[src/rtl/rx_serial_7o1.sv]
// ---------------------------------------------------------------------------
// rx_serial_7o1
//
// Asynchronous serial receiver for 7O1 frames: 1 start bit, 7 data bits
// LSB-first, odd parity, 1 stop bit. The line idles high. This is the
// receiving end of the trena serial link. It decodes command characters
// sent by the host PC.
//
// Parameters
//   M      clock cycles per bit time (even, >= 4)
//   N_CNT  width of the bit-time counter (2**N_CNT > M)
//
// Ports
//   clock          in   system clock, rising edge
//   reset          in   asynchronous, active-high
//   dado_serial    in   serial line, asynchronous to clock, idle = 1
//   dado_recebido  out  [6:0] last stored character
//   paridade_ok    out  1 = last stored frame had odd parity (data+parity)
//   erro_parada    out  1 = last frame had a stop bit of 0 (framing error)
//   pronto         out  1-cycle strobe; the stored character and parity
//                       status are updated as this strobe ends
//   db_estado      out  [3:0] FSM state code for the debug display
// ---------------------------------------------------------------------------
module rx_serial_7o1 #(
    parameter int M     = 434,
    parameter int N_CNT = 9
) (
    input  logic       clock,
    input  logic       reset,
    input  logic       dado_serial,
    output logic [6:0] dado_recebido,
    output logic       paridade_ok,
    output logic       erro_parada,
    output logic       pronto,
    output logic [3:0] db_estado
);

    typedef enum logic [3:0] {
        OCIOSO   = 4'd0,
        INICIO   = 4'd1,
        RECEPCAO = 4'd2,
        PARADA   = 4'd3,
        ERRO     = 4'd4,
        ARMAZENA = 4'd5
    } estado_t;

    // Last cycle of the half-bit wait in inicio, and of a full bit time.
    localparam logic [N_CNT-1:0] MEIO = N_CNT'(M / 2 - 1);
    localparam logic [N_CNT-1:0] FIM  = N_CNT'(M - 1);

    logic             sync_a;
    logic             s;
    estado_t          estado;
    estado_t          proximo;
    logic [N_CNT-1:0] cnt;
    logic [2:0]       bit_cnt;
    logic [7:0]       shift;
    logic             fim_meio;
    logic             fim_bit;

    // Two-flop synchronizer. It resets to the idle level so that reset does
    // not look like a start edge.
    // NOTE: sequential state is always written with non-blocking assignments
    // so every flop samples the values from before the clock edge.
    always_ff @(posedge clock or posedge reset) begin
        if (reset) begin
            sync_a <= 1'b1;
            s      <= 1'b1;
        end else begin
            sync_a <= dado_serial;
            s      <= sync_a;
        end
    end

    assign fim_meio = (cnt == MEIO);
    assign fim_bit  = (cnt == FIM);

    // State register
    always_ff @(posedge clock or posedge reset) begin
        if (reset) begin
            estado <= OCIOSO;
        end else begin
            estado <= proximo;
        end
    end

    // Next-state logic and the Moore strobe
    // NOTE: defaults are assigned before the case so that no path leaves
    // an output unassigned, which would infer a latch.
    always_comb begin
        proximo = estado;
        pronto  = 1'b0;
        case (estado)
            OCIOSO: begin
                if (!s) proximo = INICIO;
            end
            INICIO: begin
                // A start that is no longer low at mid-bit was a glitch.
                if (fim_meio) proximo = s ? OCIOSO : RECEPCAO;
            end
            RECEPCAO: begin
                if (fim_bit && bit_cnt == 3'd7) proximo = PARADA;
            end
            PARADA: begin
                if (fim_bit) proximo = s ? ARMAZENA : ERRO;
            end
            ARMAZENA: begin
                pronto  = 1'b1;
                proximo = OCIOSO;
            end
            ERRO: begin
                // Wait for the line to return high so a held break does not
                // look like a stream of start bits.
                if (s) proximo = OCIOSO;
            end
            default: begin
                proximo = OCIOSO;
            end
        endcase
    end

    // Bit-time counter. It clears on every state entry, and in recepcao on
    // every sample, so it never needs to wrap.
    always_ff @(posedge clock or posedge reset) begin
        if (reset) begin
            cnt <= '0;
        end else if (proximo != estado) begin
            cnt <= '0;
        end else begin
            case (estado)
                INICIO, PARADA: cnt <= cnt + N_CNT'(1);
                RECEPCAO:       cnt <= fim_bit ? '0 : cnt + N_CNT'(1);
                default:        cnt <= '0;
            endcase
        end
    end

    // Bit counter and shift register. Bits arrive LSB-first, so the shift is
    // to the right. After 8 samples, shift[6:0] holds the data and shift[7]
    // holds the parity bit.
    always_ff @(posedge clock or posedge reset) begin
        if (reset) begin
            bit_cnt <= '0;
            shift   <= '0;
        end else begin
            case (estado)
                INICIO: begin
                    bit_cnt <= '0;
                end
                RECEPCAO: begin
                    if (fim_bit) begin
                        bit_cnt <= bit_cnt + 3'd1;
                        shift   <= {s, shift[7:1]};
                    end
                end
                default: begin
                end
            endcase
        end
    end

    // Output registers. A framing error keeps the previous character and
    // parity status and only raises erro_parada.
    always_ff @(posedge clock or posedge reset) begin
        if (reset) begin
            dado_recebido <= '0;
            paridade_ok   <= 1'b0;
            erro_parada   <= 1'b0;
        end else begin
            if (estado == ARMAZENA) begin
                dado_recebido <= shift[6:0];
                paridade_ok   <= ^shift;
                erro_parada   <= 1'b0;
            end else if (estado == PARADA && fim_bit && !s) begin
                erro_parada <= 1'b1;
            end
        end
    end

    assign db_estado = estado;

endmodule

[config.mk]
export PLATFORM = sky130hd
export DESIGN_NAME = rx_serial_7o1
export DESIGN_NICKNAME = d
export VERILOG_FILES = /design/src/rtl/rx_serial_7o1.sv
export SDC_FILE = /design/constraint.sdc
export NUM_CORES = 1
export LEC_CHECK = 0
export BUFFER_PORTS_ARGS = -buffer_cell sky130_fd_sc_hd__buf_2
export CAP_MARGIN = 25
export CORE_ASPECT_RATIO = 0.5
export CORE_MARGIN = 2
export CORE_UTILIZATION = 50
export CTS_CLUSTER_DIAMETER = 50
export CTS_CLUSTER_SIZE = 28
export DETAILED_ROUTE_END_ITERATION = 10
export GPL_TIMING_DRIVEN = 0
export PLACE_DENSITY = 0.69
export SLEW_MARGIN = 20
export SYNTH_ARGS = -nofsm -noshare
export SYNTH_HDL_FRONTEND = slang
export SYNTH_SLANG_ARGS = --single-unit
export TNS_END_PERCENT = 100
[constraint.sdc]
create_clock -name clock -period 3.85 [get_ports clock]
set_input_delay 0.5775 -clock clock [delete_from_list [all_inputs] [get_ports clock]]
set_output_delay 0.5775 -clock clock [all_outputs]
set_load 0.01 [all_outputs]
==> summary.txt, run 1 <==
Run status
  • Outcome: finished clean

Timing
  • Final hold violations: 0
  • Tcrit/Tclk final: 62.6%
  • Min cycle time layout: 2.41 ns
  • Max Slew Vio Count: 0
  • Max Clk Rate: 415 MHz
  • Endpoints failing setup: 0
  • Worst hold margin: 0.357 ns
  • Setup TNS: 0 ns
  • Clock skew: 0.00894 ns
  • Worst slew pin tran: 0.725 ns
  • Slew HR: 51.6%
  • RSZ-0062 raised after global routing: false

Power
  • Clock power frac: 39.4%
  • Comb pwr share: 4.8%
  • Pwr dens: 354 mW/mm²
  • Sw frac: 24.6%
  • Pint: 0.000507 W
  • Peak VDD IR: 0.160 mV
  • P_sw: 0.000165 W
  • Total Power: 0.000672 W
  • Leak pwr: 0.870 nW
  • Register share of total power: 55.8%

Place
  • Detailed placement HPWL: 2020 µm
  • RD Place Congestion: 0.815
  • Port Buffers: 16
  • Area after DPL: 0.00180 mm²

Floorplan
  • Die H: 44.9 µm
  • Die area: 0.00385 mm²
  • Die W: 85.8 µm
  • Initial core utilization: 53.9%
  • I/O Pins: 17
  • Row count: 14
  • Core box area: 0.00310 mm²

Detailed routing
  • Vias: 1,131
  • Post-route ant nets: 0
  • DRC: 0
  • Metal2 WL: 1300 µm
  • WL/cell: 14.0 µm
  • 1st-pass router iterations: 6
  • Routed wire length: 2920 µm
  • WL met3: 123 µm
  • Drt via density: 5.41
  • Initial DRC Count: 55
  • Met1 WL: 1450 µm
  • Highest metal used: met4

GRT
  • Total track usage: 17.5%
  • Vias in the first global route: 1,082
  • Pin count of the biggest net entering global routing: 36
  • Initial antenna violation count: 0
  • Global-route wire length before repair: 4960 µm
  • GR Overflow Total: 0

Synth
  • Most used DFF post-synth: dfrtp_1
  • Ys async rst share: 100%
  • Sequential fraction of the synthesis area: 52.5%
  • Unique masters post-synth: 35
  • Post-synthesis cell area: 0.00167 mm²
  • Number of flops mapped to enable cells by yosys: 0
  • Synth Register Bits: 35
  • Synth warn: 0
  • Post-Syn Nets: 153
  • Top-area cell type share of the netlist area: 49.4%
  • Syn avg cell area: 11.5 µm²
  • Synth Instances: 145
  • Leading area contributor after synthesis: dfrtp_1
  • Main area contributors after synthesis: dfrtp_1 49%, mux2_2 8.8%, xnor2_1 5.8%, ha_1 3.7%, dfstp_2 3.1%

Cells and area
  • Fin area: 0.00190 mm²
  • Area of the multi-input gates: 769 µm²
  • Layout net count: 176
  • # fillers: 286
  • Area growth syn-to-layout: 13.5%
  • Fraction of layout cells with a size suffix above 1: 26.6%
  • Reg area: 878 µm²
  • # diodes: 0

CTS
  • CTS Buf Count: 5
  • Clk slew on worst S/H paths: 0.07 ns
  • Post_cts resized: 0
  • CTS tree: done
  • Hold_buf cts: 0
  • H-tree levels: 2
  • Post-CTS Repair Setup Buffers: 0
  • CTS Buffer Depth: 2
  • Sinks on Clock Net: 35
  • Clk root buf: clkbuf_8
  • Clock Latency Late Sink: 0.29 ns

Critical path
  • CP Capture Type: output port
  • Crit-path max FO: 10
  • Startpoint types: flip-flop
  • Crit Path Category: reg2out
  • CP required: 3.27 ns
  • CP arrival: 1.83 ns

Job
  • Max_cap viols: 0

Min path
  • Worst min path class: reg2reg
## logic make-up after synthesis
| family | count (synthesis) | share of synthesized area [%] |
|---|---|---|
| buf+inv | 8 | 1.80 |
| simple gates | 48 | 16.2 |
| fa+ha+maj | 5 | 3.74 |
| flops | 35 | 52.5 |
| xor+xnor | 14 | 7.34 |
| compound gates | 19 | 8.08 |
| other cells | 1 | 0.224 |
| mux | 15 | 10.1 |
## worst max-delay path, stage by stage (launching register included)
cell and delay, ns:
dfrtp_1 0.48, nand2_1 0.08, nor3_1 0.30, clkbuf_1 0.46, buf_2 0.23
## final timing paths
kind / from / endpoint / slack (ns) / cells past startpoint
max: db_estado[0] / pronto / 1.44 / 4
min: sync_a / s / 0.36 / 0
min in group asynchronous: reset / cnt[6] / 0.40 / 2
max reg2reg: cnt[1] / shift[7] / 1.54 / 6
min reg2reg: sync_a / s / 0.36 / 0
max in group asynchronous: reset / db_estado[1] / 2.98 / 2
## state kept, by name (all words and copies together), names as in the netlist
signal         count
paridade_ok        1
shift              8
db_estado          4
dado_recebido      7
erro_parada        1
cnt                9
bit_cnt            3
sync_a             1
s                  1
## synthesized netlist by cell type, types with 3 or more instances
| cell type | n |
|---|---|
| nand2b_1 | 3 |
| ha_1 | 5 |
| nand3_1 | 4 |
| inv_1 | 4 |
| xor2_1 | 3 |
| a21oi_1 | 5 |
| clkbuf_1 | 4 |
| nor2_1 | 11 |
| nand2_1 | 9 |
| dfrtp_1 | 33 |
| nor3_1 | 9 |
| mux2_2 | 13 |
| xnor2_1 | 11 |
## area by class of cell
cell class / count / area share, %
flip-flops and latches: 35 / 46.3
clock inverters: 3 / 1.06
clock buffers: 5 / 3.63
multi-input cells: 102 / 40.6
plain buffers: 4 / 0.792
well taps: 40 / 2.64
repair buffers: 16 / 4.22
inverters: 4 / 0.792
## power groups by stage
| stage | Combinational [W] | Sequential (W) | Clock (W) |
|---|---|---|---|
| 2_1_floorplan | 0.0000234 | 0.000382 | 0 |
| 3_3_place_gp | 0.0000324 | 0.000382 | 0 |
| 3_5_place_dp | 0.0000335 | 0.000382 | 0 |
| 4_1_cts | 0.0000337 | 0.000375 | 0.000272 |
| 5_1_grt | 0.0000378 | 0.000375 | 0.000287 |
| 6_report | 0.0000324 | 0.000375 | 0.000264 |
## per-layer routing
| layer | global-route usage [%] | up-vias |
|---|---|---|
| met5 | 0 | - |
| li1 | - | 560 |
| met4 | 7.62 | 0 |
| met3 | 6.03 | 7 |
| met1 | 23.2 | 544 |
| met2 | 26.7 | 20 |
## stage by stage
step / utilization, % / worst slack [ns] / std cells
5_1_grt: 61.2 / 1.27 / 209
3_3_place_gp: 58.1 / 1.57 / 201
6_report: 61.2 / 1.44 / 209
2_1_floorplan: - / 1.76 / 145
4_1_cts: 61.0 / 1.41 / 209
3_5_place_dp: 58.1 / 1.51 / 201
## cells in the final DEF, fill, tap and decap left out, drive strengths merged, types with 4 or more instances in the layout
master / synthesis / layout
nor2: 11 / 11
buf: 0 / 16
nor3: 11 / 11
dfrtp: 33 / 33
inv: 4 / 4
clkbuf: 4 / 9
nand3: 4 / 4
a21oi: 5 / 5
ha: 5 / 5
xnor2: 11 / 11
nand2: 9 / 9
mux2: 15 / 15
Note: power is estimated with default switching activity, not from simulation.
==> run 2, diff against run 1 <==
==> constraint.sdc (replaced) <==
create_clock -name clock -period 2.28 [get_ports clock]
set_input_delay 0.342 -clock clock [delete_from_list [all_inputs] [get_ports clock]]
set_output_delay 0.342 -clock clock [all_outputs]
set_load 0.01 [all_outputs]
==> run 2 against run 1 <==
Net effect: routed wire length is 4.5% higher; sequential power is 69% higher; hold slack worse by 0.21 ns; sequential cell count stayed put; critical path depth is 3 higher; cell area is 3.1% higher; combinational power is 96% higher; setup slack worse by 1.4 ns; sequential share of layout area is 1.4 points lower; via count is 2.7% higher; total power is 70% higher; final cell count is 2.4% higher; largest cell class unchanged.
==> summary.txt, run 2 (synthesis results as in run 1) <==
Critical path
  • CP Capture Type: flip-flop
  • Crit Path Category: reg2reg
  • Crit-path max FO: 6 (-4)
  • CP required: 2.45 ns (-0.82 ns)
  • CP arrival: 2.37 ns (+0.54 ns)
  • Startpoint types: flip-flop

Floorplan
  • Die area: 0.00385 mm² (unchanged)
  • Initial core utilization: 53.9% (unchanged)
  • I/O Pins: 17 (unchanged)
  • Die W: 85.8 µm (unchanged)
  • Core box area: 0.00310 mm² (unchanged)
  • Row count: 14 (unchanged)
  • Die H: 44.9 µm (unchanged)

Timing
  • Worst hold margin: 0.148 ns (-0.209 ns)
  • Endpoints failing setup: 0 (unchanged)
  • Slew HR: 51.8% (+0.19 points)
  • Final worst slack: 0.0865 ns (-1.35 ns)
  • Final hold violations: 0 (unchanged)
  • RSZ-0062 raised after global routing: true
  • Tcrit/Tclk final: 96.2%
  • Worst slew pin tran: 0.722 ns (-0.00286 ns)
  • Max Clk Rate: 456 MHz
  • Max Slew Vio Count: 0 (unchanged)
  • Clock skew: 0.00720 ns (-0.00174 ns)
  • Min cycle time layout: 2.19 ns

Min path
  • Worst min path class: in2reg

Cells and area
  • # fillers: 280 (-2.1%)
  • Fraction of layout cells with a size suffix above 1: 32.2% (+5.6 points)
  • Commonest non-fill, non-tap cells in the layout: 33 x dfrtp_1, 16 x buf_2, 13 x mux2_2, 11 x nor2_1, 11 x xnor2_1
  • Top Registers: cnt: 9 flops, shift: 8 flops, dado_recebido: 7 flops
  • Most flops, register: cnt
  • Most common cell after layout, fill and taps aside: dfrtp_1
  • Area growth syn-to-layout: 17.0%
  • Area of the multi-input gates: 786 µm² (+2.1%)
  • Layout net count: 181 (+2.8%)
  • # diodes: 0 (unchanged)
  • Reg area: 878 µm² (unchanged)
  • Max reg flops: 9 (unchanged)

Detailed routing
  • Initial DRC Count: 44 (-20%)
  • DRC: 0 (unchanged)
  • Drt via density: 5.43 (+0.25%)
  • Post-route ant nets: 0 (unchanged)
  • Vias: 1,161 (+2.7%)
  • 1st-pass router iterations: 6 (unchanged)
  • Routed wire length: 3050 µm (+4.5%)
  • WL/cell: 14.3 µm (+2.0%)

Power
  • Pwr dens: 583 mW/mm² (+65%)
  • Peak VDD IR: 0.272 mV (+70%)
  • Leak pwr: 0.904 nW (+4.0%)

GRT
  • GR Overflow Total: 0 (unchanged)
  • Pin count of the biggest net entering global routing: 36 (unchanged)
  • Vias in the first global route: 1,091 (+0.83%)
  • Total track usage: 17.6% (+0.12 points)
  • Initial antenna violation count: 0 (unchanged)
  • Global-route wire length before repair: 5000 µm (+0.69%)

CTS
  • Clk root buf: clkbuf_8
  • CTS Buf Count: 5 (unchanged)
  • Sinks on Clock Net: 35 (unchanged)
  • CTS Buffer Depth: 2 (unchanged)
  • Clk slew on worst S/H paths: 0.07 ns (about the same)
  • H-tree levels: 2 (unchanged)
  • Clock Latency Late Sink: 0.29 ns (about the same)
  • CTS tree: done

Place
  • RD Place Congestion: 0.815 (unchanged)
  • Port Buffers: 16 (unchanged)
  • Setup WS pre-CTS: -0.0621 ns (-1.57 ns)
  • Detailed placement HPWL: 2020 µm (unchanged)

Run status
  • Outcome: finished clean

Job
  • Max_cap viols: 0 (unchanged)
-- run 2: cell count changes in the layout (fill, tap and decap cells not counted), sizes merged --
cell,previous run,this run
buf,16,21
-- run 2: critical path, stage by stage (launching register included) --
cell and delay (ns):
dfrtp_1 0.39, buf_4 0.14, ha_1 0.14, nand4b_1 0.15, or4_4 0.55, nor3_4 0.19
buf_4 0.19, mux2_2 0.33
-- run 2: path summary, 6_finish.rpt --
check | to | from | slack [ns] | cells past startpoint
setup / recovery | shift[7] | cnt[0] | 0.09 | 7
hold / removal | sync_a | dado_serial | 0.15 | 1
setup reg to reg | shift[7] | cnt[0] | 0.09 | 7
hold reg to reg | s | sync_a | 0.36 | 0
max in group asynchronous | db_estado[0] | reset | 1.65 | 2
min in group asynchronous | cnt[6] | reset | 0.17 | 2
-- run 2: area by class of cell --
class | instances | area share (%)
sequential | 35 | 44.9
multi-input combinational | 102 | 40.2
timing repair buffer | 21 | 6.21
clock buffer | 5 | 3.52
tap | 40 | 2.56
clock inverter | 3 | 1.02
buffer | 4 | 0.832
inverter | 4 | 0.768
-- run 2: metal layers --
metal | vias to the layer above | share of wire, % | GRT usage, %
li1 | 565 | - | -
met1 | 565 | 49 | 23.1
met2 | 24 | 45 | 27.3
met3 | 7 | 4.4 | 6.03
met4 | 0 | 1.5 | 7.62
met5 | - | 0 | 0
-- run 2: through the flow --
step | total power, W | TNS, ns | instances | instance area [µm²] | utilization, %
floorplan | 0.000684 | 0 | 145 | 1670 | -
global placement | 0.000700 | 0 | 201 | 1800 | 58.1
detailed placement | 0.000701 | -0.370 | 201 | 1800 | 58.1
CTS | 0.00115 | 0 | 211 | 1910 | 61.7
global route | 0.00119 | -0.0134 | 214 | 1960 | 63.1
finish | 0.00114 | 0 | 214 | 1960 | 63.1
-- run 2: what timing repair did --
action                     4_1_cts  5_1_grt
resized for setup                1        8
hold buffers                     0        0
setup endpoints to repair       10       16
buffers inserted                 2        3
pin swaps                        2        1
-- run 2: power breakdown --
group          total [W]  internal (W)  leakage [nW]  switching, W
Sequential      0.000633      0.000627         0.478    0.00000579
Clock           0.000444      0.000212        0.0402      0.000232
Combinational  0.0000636     0.0000215         0.385     0.0000421
Total            0.00114      0.000861         0.904      0.000280
